## src/rtl/neopixel_frame_sequencer.sv

```systemverilog
// ---------------------------------------------------------------------------
// neopixel_frame_sequencer
//
// Drives a NeoPixel strand controller frame by frame with a single-lit-pixel
// "chaser" pattern. Each frame loads every pixel's green/red/blue channel
// through the controller's load handshake, issues one send, waits for the
// transmission to finish, enforces a latch gap and a fixed frame period,
// and then advances the lit position.
//
// Parameters:
//   NUM_PIXELS    pixels on the strand (2..8), must match the controller
//   FRAME_CYCLES  clock cycles per frame period
//   LATCH_CYCLES  minimum idle cycles after transmission completes
//
// Ports:
//   clock          system clock
//   reset          asynchronous, active-low reset
//   enable         run the sequence; sampled only at frame boundaries
//   base_level     brightness of the lit pixel, captured at frame start
//   ready_to_load  controller can accept a colour value this cycle
//   ready_to_send  controller is idle / able to start a transmission
//   color_level    colour value presented with load_color
//   color_index    00 = red, 01 = blue, 10 = green
//   pixel_index    target pixel of the current load
//   load_color     one-cycle load strobe
//   send_it        one-cycle send strobe
//   busy           high whenever the sequencer is not idle
//   frame_done     one-cycle pulse as the frame period ends
//
// Build option:
//   SEQ_BOUNCE_EN  when defined, the lit pixel ping-pongs across the strand
//                  instead of wrapping; the colour rotates on each return to
//                  pixel 0.
// ---------------------------------------------------------------------------
module neopixel_frame_sequencer #(
    parameter int NUM_PIXELS   = 5,
    parameter int FRAME_CYCLES = 2500000,
    parameter int LATCH_CYCLES = 2500
) (
    input  logic       clock,
    input  logic       reset,
    input  logic       enable,
    input  logic [7:0] base_level,
    input  logic       ready_to_load,
    input  logic       ready_to_send,
    output logic [7:0] color_level,
    output logic [1:0] color_index,
    output logic [2:0] pixel_index,
    output logic       load_color,
    output logic       send_it,
    output logic       busy,
    output logic       frame_done
);

    localparam logic [2:0] S_IDLE    = 3'd0;
    localparam logic [2:0] S_LOAD    = 3'd1;
    localparam logic [2:0] S_SEND    = 3'd2;
    localparam logic [2:0] S_WAIT_LO = 3'd3;
    localparam logic [2:0] S_WAIT_HI = 3'd4;
    localparam logic [2:0] S_HOLD    = 3'd5;

    localparam logic [1:0] CH_RED   = 2'b00;
    localparam logic [1:0] CH_BLUE  = 2'b01;
    localparam logic [1:0] CH_GREEN = 2'b10;

    localparam int FT_W = $clog2(FRAME_CYCLES + 1);
    localparam int LT_W = $clog2(LATCH_CYCLES + 1);
    localparam logic [FT_W-1:0] FRAME_LAST = FT_W'(FRAME_CYCLES - 1);
    localparam logic [LT_W-1:0] LATCH_LAST = LT_W'(LATCH_CYCLES - 1);
    localparam logic [FT_W-1:0] FT_ONE     = FT_W'(1);
    localparam logic [LT_W-1:0] LT_ONE     = LT_W'(1);
    localparam logic [2:0]      PIX_LAST   = 3'(NUM_PIXELS - 1);

    logic [2:0]      state;
    logic [7:0]      level_q;
    logic [FT_W-1:0] frame_timer;
    logic [LT_W-1:0] latch_timer;
    logic [2:0]      load_pix;
    logic [1:0]      load_phase;
    logic [2:0]      pos;
    logic [1:0]      chan;
    logic [7:0]      held_level;
    logic [1:0]      held_index;
    logic [2:0]      held_pixel;

    logic [1:0]      phase_index;
    logic [7:0]      load_level;
    logic            load_last;
    logic            hold_exit;
    logic            start_frame;
    logic [2:0]      next_pos;
    logic [1:0]      next_chan;

`ifdef SEQ_BOUNCE_EN
    logic            dir_up;
    logic            next_dir_up;
`endif

    function automatic logic [1:0] rotate_chan(input logic [1:0] c);
        case (c)
            CH_RED:   rotate_chan = CH_GREEN;
            CH_GREEN: rotate_chan = CH_BLUE;
            default:  rotate_chan = CH_RED;
        endcase
    endfunction

    // Channel order within a pixel is green, red, blue (wire order of the strand).
    always_comb begin
        case (load_phase)
            2'd0:    phase_index = CH_GREEN;
            2'd1:    phase_index = CH_RED;
            default: phase_index = CH_BLUE;
        endcase
    end

    assign load_level  = (load_pix == pos && phase_index == chan) ? level_q : 8'd0;
    assign load_last   = (load_pix == PIX_LAST) && (load_phase == 2'd2);
    assign hold_exit   = (state == S_HOLD) && (latch_timer >= LATCH_LAST) &&
                         (frame_timer == FRAME_LAST);
    assign start_frame = enable && ((state == S_IDLE) || hold_exit);

    // Strobes are combinational so data is valid in the same cycle the
    // controller signals ready; between strobes the last load is held.
    assign load_color  = (state == S_LOAD) && ready_to_load;
    assign send_it     = (state == S_SEND) && ready_to_send;
    assign busy        = (state != S_IDLE);
    assign frame_done  = hold_exit;
    assign color_level = load_color ? load_level  : held_level;
    assign color_index = load_color ? phase_index : held_index;
    assign pixel_index = load_color ? load_pix    : held_pixel;

    // Lit-position advance applied when the frame ends.
    always_comb begin
        next_pos  = pos;
        next_chan = chan;
`ifdef SEQ_BOUNCE_EN
        next_dir_up = dir_up;
        if (dir_up) begin
            next_pos = pos + 3'd1;
            if (pos + 3'd1 == PIX_LAST) begin
                next_dir_up = 1'b0;
            end
        end else begin
            next_pos = pos - 3'd1;
            if (pos == 3'd1) begin
                next_dir_up = 1'b1;
                next_chan   = rotate_chan(chan);
            end
        end
`else
        if (pos == PIX_LAST) begin
            next_pos  = 3'd0;
            next_chan = rotate_chan(chan);
        end else begin
            next_pos = pos + 3'd1;
        end
`endif
    end

    always_ff @(posedge clock or negedge reset) begin
        if (!reset) begin
            state       <= S_IDLE;
            level_q     <= 8'd0;
            frame_timer <= '0;
            latch_timer <= '0;
            load_pix    <= 3'd0;
            load_phase  <= 2'd0;
            pos         <= 3'd0;
            chan        <= CH_RED;
            held_level  <= 8'd0;
            held_index  <= 2'd0;
            held_pixel  <= 3'd0;
`ifdef SEQ_BOUNCE_EN
            dir_up      <= 1'b1;
`endif
        end else begin
            // Frame timer runs from frame start and saturates so HOLD can
            // still exit when loading plus transmission overruns the period.
            if (state != S_IDLE && frame_timer != FRAME_LAST) begin
                frame_timer <= frame_timer + FT_ONE;
            end

            case (state)
                S_IDLE: begin
                    if (enable) begin
                        state <= S_LOAD;
                    end
                end
                S_LOAD: begin
                    if (ready_to_load) begin
                        held_level <= load_level;
                        held_index <= phase_index;
                        held_pixel <= load_pix;
                        if (load_last) begin
                            state      <= S_SEND;
                            load_pix   <= 3'd0;
                            load_phase <= 2'd0;
                        end else if (load_phase == 2'd2) begin
                            load_phase <= 2'd0;
                            load_pix   <= load_pix + 3'd1;
                        end else begin
                            load_phase <= load_phase + 2'd1;
                        end
                    end
                end
                S_SEND: begin
                    if (ready_to_send) begin
                        state <= S_WAIT_LO;
                    end
                end
                S_WAIT_LO: begin
                    if (!ready_to_send) begin
                        state <= S_WAIT_HI;
                    end
                end
                S_WAIT_HI: begin
                    if (ready_to_send) begin
                        state       <= S_HOLD;
                        latch_timer <= '0;
                    end
                end
                S_HOLD: begin
                    if (latch_timer != LATCH_LAST) begin
                        latch_timer <= latch_timer + LT_ONE;
                    end
                    if (hold_exit) begin
                        pos  <= next_pos;
                        chan <= next_chan;
`ifdef SEQ_BOUNCE_EN
                        dir_up <= next_dir_up;
`endif
                        state <= enable ? S_LOAD : S_IDLE;
                    end
                end
                default: state <= S_IDLE;
            endcase

            if (start_frame) begin
                level_q     <= base_level;
                frame_timer <= '0;
                load_pix    <= 3'd0;
                load_phase  <= 2'd0;
            end
        end
    end

endmodule

```

## config.mk

```make
export PLATFORM = sky130hd
export DESIGN_NAME = neopixel_frame_sequencer
export DESIGN_NICKNAME = d
export VERILOG_FILES = /design/src/rtl/neopixel_frame_sequencer.sv
export SDC_FILE = /design/constraint.sdc
export NUM_CORES = 1
export LEC_CHECK = 0
export ABC_AREA = 1
export CAP_MARGIN = 20
export CELL_PAD_IN_SITES_DETAIL_PLACEMENT = 1
export CELL_PAD_IN_SITES_GLOBAL_PLACEMENT = 2
export CORE_ASPECT_RATIO = 0.7
export CORE_MARGIN = 4
export CORE_UTILIZATION = 34
export CTS_CLUSTER_DIAMETER = 80
export DETAILED_ROUTE_END_ITERATION = 10
export PLACE_DENSITY_LB_ADDON = 0.1
export SLEW_MARGIN = 20
export SYNTH_ARGS = -nofsm -noshare
export SYNTH_HDL_FRONTEND = slang
export SYNTH_SLANG_ARGS = --single-unit
export TNS_END_PERCENT = 100
```

## constraint.sdc

```tcl
create_clock -name clock -period 2.55 [get_ports clock]
set_clock_uncertainty 0.1 [all_clocks]
set_input_delay 0.51 -clock clock [delete_from_list [all_inputs] [get_ports clock]]
set_output_delay 0.51 -clock clock [all_outputs]
set_load 0.01 [all_outputs]
```

# Word level (Yosys, flattened, before mapping)
# Cells that the tools add are included.
[op_classes]
addsub = 5
n_lt_le_gt_ge = 1
n_eq_ne = 23
mux = 31
n_reduce_logical = 25
[op_table]
columns = ["cell", "count"]
rows = [
  ["2-to-1 mux 22 bit", 2],
  ["2-to-1 mux 3 bit", 14],
  ["2-to-1 mux 12 bit", 2],
  ["case mux 12 bit (2 select lines)", 1],
  ["adder 22 x 1 -> 22 bit, second input constant", 1],
  ["== test 22 bit, second input constant", 1],
  ["inequality test 22 bit, second input constant", 1],
  ["case mux 3 bit (6 select lines)", 1],
  ["2-to-1 mux 8 bit", 2],
  ["inequality test 2 bit, second input constant", 7],
  ["adder 12 x 1 -> 12 bit, second input constant", 1],
  ["== test 3 bit, second input constant", 4],
  ["greater-or-equal comparator 12 bit, second input constant", 1],
  ["2-to-1 mux 2 bit", 6],
  ["inequality test 12 bit, second input constant", 1],
  ["AND reduction 3 bit", 3],
  ["logical AND 1 bit", 8],
  ["case mux 2 bit (2 select lines)", 2],
  ["nonzero test 2 bit", 4],
  ["AND reduction 7 bit", 1],
  ["adder 3 x 1 -> 3 bit, second input constant", 2],
  ["== test 3 x 2 -> 1 bit, second input constant", 2],
  ["AND reduction 2 bit", 3],
  ["nonzero test 3 bit", 2],
  ["11 further kinds", 13],
]
[word_totals]
register_bits = 68
inputBits = 13
out_inout_bits = 17
word_cells = 96

# Logic depth before layout (Yosys ltp)
# Gate-level depths: netlist (run 1).
[depth]
word_depth = 7
mapped_depth = 13
mapped_depth_nobuf = 12

# Worst setup path after synthesis (run 1)
# No wires, ideal clock.
[synth_path]
kind = "register to output"
from = "reg load_phase[1]"
to = "out color_level[0]"
t_arrival_ns = 1.354
required_ns = 1.940
slack_ns = 0.586
path_stages_with_launch = 6
n_path_buf = 0
cell_sequence = "dfrtp_1 -> nor2_1 -> xor2_1 -> nor4_2 -> nand3_1 -> nand2_1"
[synth_between]
elab_chain_len = 6
elab_cells_between_ends = 7
classes_between = "2 x eq/ne; 3 x mux; 2 x reduce/logical"
[synth_rtl]
columns = ["element", "line_no", "rtl"]
rows = [
  ["start: declaration", "79", "logic [1:0] load_phase;"],
  ["start signal: assignment", "202", "load_phase <= load_phase + 2'd1;"],
  ["== test 2 x 1 -> 1 bit / zero test 2 bit (equally long branches)", "109", "case (load_phase)"],
  ["case mux 2 bit (2 select lines) (*)", "109", ""],
  ["== test 2 bit (*)", "116", "assign load_level = (load_pix == pos && phase_index == chan) ? level_q : 8'd0;"],
  ["logical AND 1 bit (*)", "116", ""],
  ["2-to-1 mux 8 bit (*)", "116", ""],
  ["2-to-1 mux 8 bit (*)", "128", "assign color_level = load_color ? load_level : held_level;"],
  ["end: declaration", "46", "output logic [7:0] color_level,"],
]
# Every way passes the cells marked *; elsewhere a longest branch is shown, timed or not.

# Final worst setup path (run 1)
[layout_path]
from = "reg state[1]"
to = "out pixel_index[2]"
[layout_between]
elab_chain_len = 3
[layout_rtl]
columns = ["element", "line_no", "rtl"]
rows = [
  ["start: declaration", "74", "logic [2:0] state;"],
  ["start signal: assignment", "232", "state <= enable ? S_LOAD : S_IDLE;"],
  ["== test 3 x 1 -> 1 bit", "124", "assign load_color = (state == S_LOAD) && ready_to_load;"],
  ["logical AND 1 bit", "124", ""],
  ["2-to-1 mux 3 bit", "130", "assign pixel_index = load_color ? load_pix : held_pixel;"],
  ["end: declaration", "48", "output logic [2:0] pixel_index,"],
]
# No other way between the ends.

==> reports/results.tsv, run 1 <==
metric	value	unit
status	completed	
Synth top area share	42.5	%
LEAKAGE	2.56	nW
Cell Count, Final, Fillers Out	780	
Yosys reg bits	68	
placed cell count	761	
CTS tree	yes	
Slew Viols, Final	0	
power per cell area	935	nW/µm²
io pins	30	
Worst Hold Class	input pin to asynchronous set/reset pin	
Reg clk slew, reported paths	0.06	ns
Mapped Cells	557	
critical path launch point type	flop	
CP most frequent cell	nand2_1	
pin count of the biggest net entering global routing	69	
IO Port Bufs	29	
GP Congestion	0.862	
Layout area overhead	25.6	%
Clock Latency Late Sink	0.34	ns
CP max FO	13	
initial antenna violation count	0	
synthesis warning total	0	
critical path type	flop to primary output	
RSZ-0062 raised after global routing	no	
final WL	11.6	mm
Mean Syn Cell Area	7.18	µm²
diodes inserted	0	
Compound-Gate Fraction of Synth Area	4.29	%
xor-xnor portion of the synthesized cell area	3.94	%
Global Route Usage Sum	18.4	%
total CTS buffers	9	
die area	13600	µm²
post-synthesis mux area share	0	%
worst path required time	1.94	ns
critical path cell sequence	nor4_4 -> buf_4 -> inv_2 -> buf_12 -> nand2_1 -> nand2_1 -> dlygate4sd2_1	
Die H	98.8	µm
total congestion overflow	0	
Netlist cell types	31	
number of global-route vias before repair	4049	
clock sink count	68	
routed vias	3765	
mapped cell area	4000	µm²
Clock Tree Buf Depth	2	
Synth area leader	dfrtp_1	
hold slack final	0.0824	ns
CTS root buffer	clkbuf_16	
remaining antenna violation count	0	
crit end category	primary output	
core area	11300	µm²
num rows	32	
max_cap viols	0	
fmax	410	MHz
crit path buf inv count	4	
initial drt markers	144	
post-layout min period	2.44	ns
starting density of the core	35.6	%
async set-reset flop share out of synthesis	100	%
Die Wd	138	µm
FF+latch area	1710	µm²
first-pass GRT wire length	19.8	mm
FILL cells	1440	
CP delay by family, top	buffers and inverters	
fin nets	641	
Post-Synth Adder-Cell Area	1.88	%
drt first pass iters	4	
Slowest Stage Delay on Critical Path	0.43	ns
hold buffers post-CTS	0	
Worst-Margin Slew	0.672	ns
Period Utilization, post-route	95.6	%
arrival time worst endpoint	1.83	ns
post-synth net total	576	
Fin Setup TNS	0	ns
routed len/inst	14.8	µm
VDD IR max	368	µV
sequential share of the synthesized area	42.5	%
H-tree levels	3	
HPWL Detailed	8.39	mm
# setup viols final	0	
final core utilization	44.7	%
Worst path slowest cell	dfrtp_2	
largest family of logic cells by synthesized area	simple AND/OR/NAND/NOR gates	
DRC	0	
Area contributors post-synth	dfrtp_1, nand2_1, nor2_1, nand3_1, inv_1	
Final Power	4.70	mW
number of synthesized flops with an enable pin	0	
share of cells above drive strength 1	16.7	%
Synth Area in Simple Gates	39.0	%
final hold viol count	0	
Multi-input gate area	1980	µm²
via/cell ratio	4.83	
Top FF cell, synth	dfrtp_1	
Slew HR	54.8	%
[cells by family after synthesis]
kind of cell               count (synthesis)
AOI/OAI and AO/OA                         33
adders and majority gates                  6
and+or+nand+nor                          354
buffers and inverters                     78
xor gates and xnor gates                  18
DFF                                       68
[worst reg2reg max path, stage by stage, from the launching register on]
cell and delay [ns]:
dfrtp_1 0.37, ha_1 0.21, nand3_2 0.15, buf_4 0.19, nor2_1 0.27, nand2_1 0.13
nor2_1 0.23, nand2_1 0.09, nor2_1 0.13, nand2_1 0.07, nand2_1 0.06, nor2_1 0.04
[metrics by stage]
step / setup WS, ns / instance area [µm²]
after global routing: 0.00105 / 5020
after floorplan: 0.586 / 4000
final: 0.113 / 5020
after global placement: -0.286 / 4680
after CTS: 0.0313 / 5040
after detailed placement: -0.401 / 4680
[power breakdown]
group	internal [mW]	switching (mW)
combinational	0.595	1.04
sequential	1.35	0.207
clock	1.01	0.501
total	2.95	1.75
[final cells by class]
cell class,instances,share of cell area (%)
Sequential cell,68,33.9
Multi-Input combinational cell,411,39.4
Inverter,67,5.00
Tap cell,153,3.81
Clock buffer,11,5.03
Timing Repair Buffer,65,10.7
Clock inverter,5,2.12
[cell usage in the layout, fill, tap and decap left out, types with 3 or more instances in the layout]
cell,Yosys,layout
clkdlybuf4s50_1,0,11
clkbuf_16,0,9
a21oi_1,10,10
nand2_1,174,174
nand3_2,4,4
bufinv_16,0,3
dfrtp_1,68,65
buf_12,0,3
inv_2,8,9
nor3_1,12,12
nor2_1,73,72
xor2_1,15,15
nor2_2,4,5
clkbuf_2,0,10
dfrtp_2,0,3
dlygate4sd2_1,0,4
nor3_2,3,3
nand4_1,11,11
buf_4,3,33
nand2_2,12,12
inv_1,59,58
nand3_1,52,52
o21ai_0,19,18
ha_1,6,6
xnor2_1,3,3
[Yosys cell counts, types with 2 or more instances]
| library cell | n |
|---|---|
| nor3_1 | 12 |
| buf_2 | 4 |
| o21ai_0 | 19 |
| nand2_2 | 12 |
| nor2_1 | 73 |
| buf_4 | 3 |
| nor4_2 | 2 |
| nand4_1 | 11 |
| nor4_1 | 2 |
| or2_2 | 2 |
| dfrtp_1 | 68 |
| buf_6 | 2 |
| nand3_1 | 52 |
| inv_1 | 59 |
| nor3b_1 | 2 |
| xor2_1 | 15 |
| a21oi_1 | 10 |
| nor2_2 | 4 |
| xnor2_1 | 3 |
| ha_1 | 6 |
| inv_2 | 8 |
| nor3_2 | 3 |
| nand2_1 | 174 |
| nand3_2 | 4 |
[final timing paths]
| kind | startpoint | to | slack, ns | cells past startpoint |
|---|---|---|---|---|
| min in group clock | held_index[1]$_DFFE_PN0P_ | held_index[1]$_DFFE_PN0P_ | 0.37 | 2 |
| worst max-delay path | state[1]$_DFFE_PN0P_ | pixel_index[2] | 0.11 | 7 |
| worst max register to register | frame_timer[1]$_DFFE_PN0P_ | frame_timer[14]$_DFFE_PN0P_ | 0.39 | 11 |
| max in group asynchronous | reset | frame_timer[3]$_DFFE_PN0P_ | 1.93 | 2 |
| worst min-delay path | reset | latch_timer[5]$_DFFE_PN0P_ | 0.08 | 2 |
| worst min register to register | held_index[1]$_DFFE_PN0P_ | held_index[1]$_DFFE_PN0P_ | 0.37 | 2 |
[flip-flops by register name, summed over array words and instances, names as in the netlist]
register and cells:
load_phase 2, pos 3, load_pix 3, held_pixel 3, held_level 8, level_q 8, latch_timer 12, state 3
held_index 2, frame_timer 22, chan 2
[what timing repair did]
item / 4_1_cts / 5_1_grt
pin swaps: 1 / 2
resized for setup: 25 / 24
cloned: 0 / 0
endpoints found under the setup margin: 15 / 12
buffers inserted: 1 / 2
[per-layer routing]
metal  part of all wire [%]  track usage [%]
met3                    4.2             4.34
met4                   0.91             4.83
met2                     46             28.8
met1                     49             25.5
met5                      0                0
No activity file was read; power rests on OpenSTA's default activity.
==> run 2: changes to the inputs <==
--- a/config.mk
+++ b/config.mk
@@ -14,6 +14,7 @@
 export CORE_UTILIZATION = 34
 export CTS_CLUSTER_DIAMETER = 80
 export DETAILED_ROUTE_END_ITERATION = 10
+export GPL_ROUTABILITY_DRIVEN = 0
 export PLACE_DENSITY_LB_ADDON = 0.1
 export SLEW_MARGIN = 20
 export SYNTH_ARGS = -nofsm -noshare
==> results of run 2 <==
Final layout, timing and power as in run 1 (identical DEF).
==> run 3: changes to the inputs <==
--- a/config.mk
+++ b/config.mk
@@ -5,13 +5,12 @@
 export SDC_FILE = /design/constraint.sdc
 export NUM_CORES = 1
 export LEC_CHECK = 0
-export ABC_AREA = 1
 export CAP_MARGIN = 20
 export CELL_PAD_IN_SITES_DETAIL_PLACEMENT = 1
 export CELL_PAD_IN_SITES_GLOBAL_PLACEMENT = 2
 export CORE_ASPECT_RATIO = 0.7
 export CORE_MARGIN = 4
-export CORE_UTILIZATION = 34
+export CORE_UTILIZATION = 35
 export CTS_CLUSTER_DIAMETER = 80
 export DETAILED_ROUTE_END_ITERATION = 10
 export GPL_ROUTABILITY_DRIVEN = 0
==> reports/results.tsv, run 3 <==
metric	value	unit
Netlist cell types	47	
diodes inserted	0	
max_cap viols	0	
fmax	384	MHz
core area	9250	µm²
largest registers	frame_timer: 22 flops, latch_timer: 12 flops	
io pins	30	
Top FF cell, synth	dfrtp_1	
total CTS buffers	9	
die area	11300	µm²
Fin Setup TNS	-0.129	ns
H-tree levels	3	
Slowest Stage Delay on Critical Path	0.52	ns
Slew Viols, Final	0	
highest metal used	met4	
number of global-route vias before repair	2965	
Yosys reg bits	68	
area post-placement	4170	µm²
Clock Latency Late Sink	0.34	ns
Cell Count, Final, Fillers Out	560	
Biggest register	frame_timer	
commonest non-fill, non-tap cells in the layout	dfrtp_1, buf_4, nand2_1, nor2_1, xor2_1	
CTS tree	yes	
Reg clk slew, reported paths	0.06	ns
Multi-input gate area	1670	µm²
final WL	9.22	mm
share of cells above drive strength 1	30.5	%
num rows	29	
drt first pass iters	4	
initial drt markers	154	
IO Port Bufs	29	
HPWL Detailed	6.02	mm
LEAKAGE	2.27	nW
# setup viols final	8	
pin count of the biggest net entering global routing	46	
Worst path slowest cell	or4_1	
FILL cells	1028	
Final Power	4.86	mW
RSZ-0062 raised after global routing	yes	
post-synth net total	354	
FF+latch area	1700	µm²
power per cell area	1020	nW/µm²
status	finished with violations	
Area contributors post-synth	dfrtp_1, xor2_1, nor2_1, nand2_1, mux2_2	
remaining antenna violation count	0	
final hold viol count	0	
hold slack final	0.0655	ns
Clock Tree Buf Depth	2	
hold buffers post-CTS	0	
critical path launch point type	flop	
Worst Hold Class	input pin to asynchronous set/reset pin	
Global Route Usage Sum	16.7	%
failing checks	setup timing	
fin nets	450	
routed len/inst	16.5	µm
most common cell after layout, fill and taps aside	dfrtp_1	
most common cell in the netlist	dfrtp_1	
clock sink count	68	
routed vias	2842	
CP delay by family, top	simple AND/OR/NAND/NOR gates	
placed cell count	527	
Synth area leader	dfrtp_1	
starting density of the core	36.6	%
critical path cell sequence	or4_1 -> or4_4 -> nor3_4 -> buf_2	
post-layout min period	2.60	ns
via/cell ratio	5.08	
total congestion overflow	0	
critical path type	flop to primary output	
Slew HR	61.5	%
Mean Syn Cell Area	10.1	µm²
DRC	0	
worst path required time	1.94	ns
crit path buf inv count	1	
mapped cell area	3380	µm²
final worst slack	-0.0511	ns
VDD IR max	488	µV
Commonest cells post-synth	dfrtp_1, nor2_1, nand2_1	
arrival time worst endpoint	1.99	ns
Mapped Cells	335	
first-pass GRT wire length	15.3	mm
Synth top area share	50.3	%
Layout area overhead	40.2	%
async set-reset flop share out of synthesis	100	%
number of synthesized flops with an enable pin	0	
Final Instance Area	4750	µm²
CP max FO	2	
sequential share of the synthesized area	50.3	%
Period Utilization, post-route	102	%
Die H	90.3	µm
synthesis warning total	0	
Worst-Margin Slew	0.577	ns
Die Wd	126	µm
crit end category	primary output	
met2 wire len	4.11	mm
routed wl met3	314	µm
Met1 Routed Length	4.67	mm
Largest register FFs	22	
initial antenna violation count	0	
CTS root buffer	clkbuf_16	
run 3: cell types whose count changed after synthesis, sizes merged, moves of 5 or more:
cell and delta:
clkbuf +9, nand2 -152, xor2 +7, nand4 -5
mux2 +12, nor3 -8, a22o +9, and3 +6
or3 +5, and2 +5, inv -56, buf -5
nand3 -41, nor2 -41
run 3: what timing repair did:
| action | 4_1_cts | 5_1_grt |
|---|---|---|
| buffers inserted | 6 | 9 |
| resized for setup | 53 | 35 |
| pin swaps | 8 | 12 |
| cloned | 1 | 2 |
| setup endpoints to repair | 38 | 44 |
| endpoints found under the hold margin | 0 | 0 |
run 3: layout make-up:
cell class / instances / area share (%)
inverters: 11 / 0.870
clock inverters: 7 / 0.923
well taps: 124 / 3.27
flip-flops and latches: 68 / 35.9
clock buffers: 9 / 4.75
repair buffers: 100 / 19.1
multi-input cells: 241 / 35.2
run 3: report_power, final:
group / total (mW) / internal [mW] / switching (mW)
Clock: 1.14 / 0.652 / 0.486
Combinational: 2.00 / 1.07 / 0.926
Sequential: 1.73 / 1.47 / 0.261
Total: 4.86 / 3.19 / 1.67
run 3: per-stage QoR:
stage	setup WS, ns	utilization (%)
after CTS	-0.0856	49.5
after global placement	-0.395	45.0
final	-0.0511	51.3
after global routing	-0.114	51.3
after detailed placement	-0.410	45.0
after floorplan	-0.0244	-
run 3: kinds of logic (layout without fill, tap and decap cells):
group                    count (synthesis)  in the layout  share of synthesized area [%]
AO/OA/AOI/OAI                           56             56                           10.8
XOR/XNOR                                27             27                           6.99
adder cells (fa/ha/maj)                  6              6                           2.22
buffers and inverters                   26            127                           4.07
flip-flops                              68             68                           50.3
multiplexers                            14             14                           4.69
AND/OR/NAND/NOR                        138            138                           20.9
run 3: worst reg2reg max path, cell delays in order, from the launching register on:
cell and delay [ns]:
dfrtp_1 0.37, or4_1 0.52, or4_4 0.46, buf_6 0.15
nor4_4 0.15, o21a_2 0.23, clkbuf_16 0.19, mux2_4 0.29
run 3: path summary, 6_finish.rpt:
check                                            start                     endpoint  slack (ns)  depth (start not counted)
setup / recovery           frame_timer[20]$_DFFE_PN0P_                   frame_done       -0.05                          4
hold / removal                                   reset    held_index[0]$_DFFE_PN0P_        0.07                          1
setup reg to reg           frame_timer[20]$_DFFE_PN0P_       level_q[7]$_DFFE_PN0N_       -0.03                          7
hold reg to reg              held_pixel[2]$_DFFE_PN0P_    held_pixel[2]$_DFFE_PN0P_        0.37                          2
max in group asynchronous                        reset  latch_timer[10]$_DFFE_PN0P_        1.63                          2
min in group clock           held_pixel[2]$_DFFE_PN0P_    held_pixel[2]$_DFFE_PN0P_        0.37                          2
run 3: metal layers:
| metal | vias to the layer above | track usage, % |
|---|---|---|
| met3 | 9 | 4.67 |
| met2 | 43 | 24.9 |
| met4 | 0 | 5.14 |
| met1 | 1409 | 23.7 |
| met5 | - | 0 |
| li1 | 1381 | - |
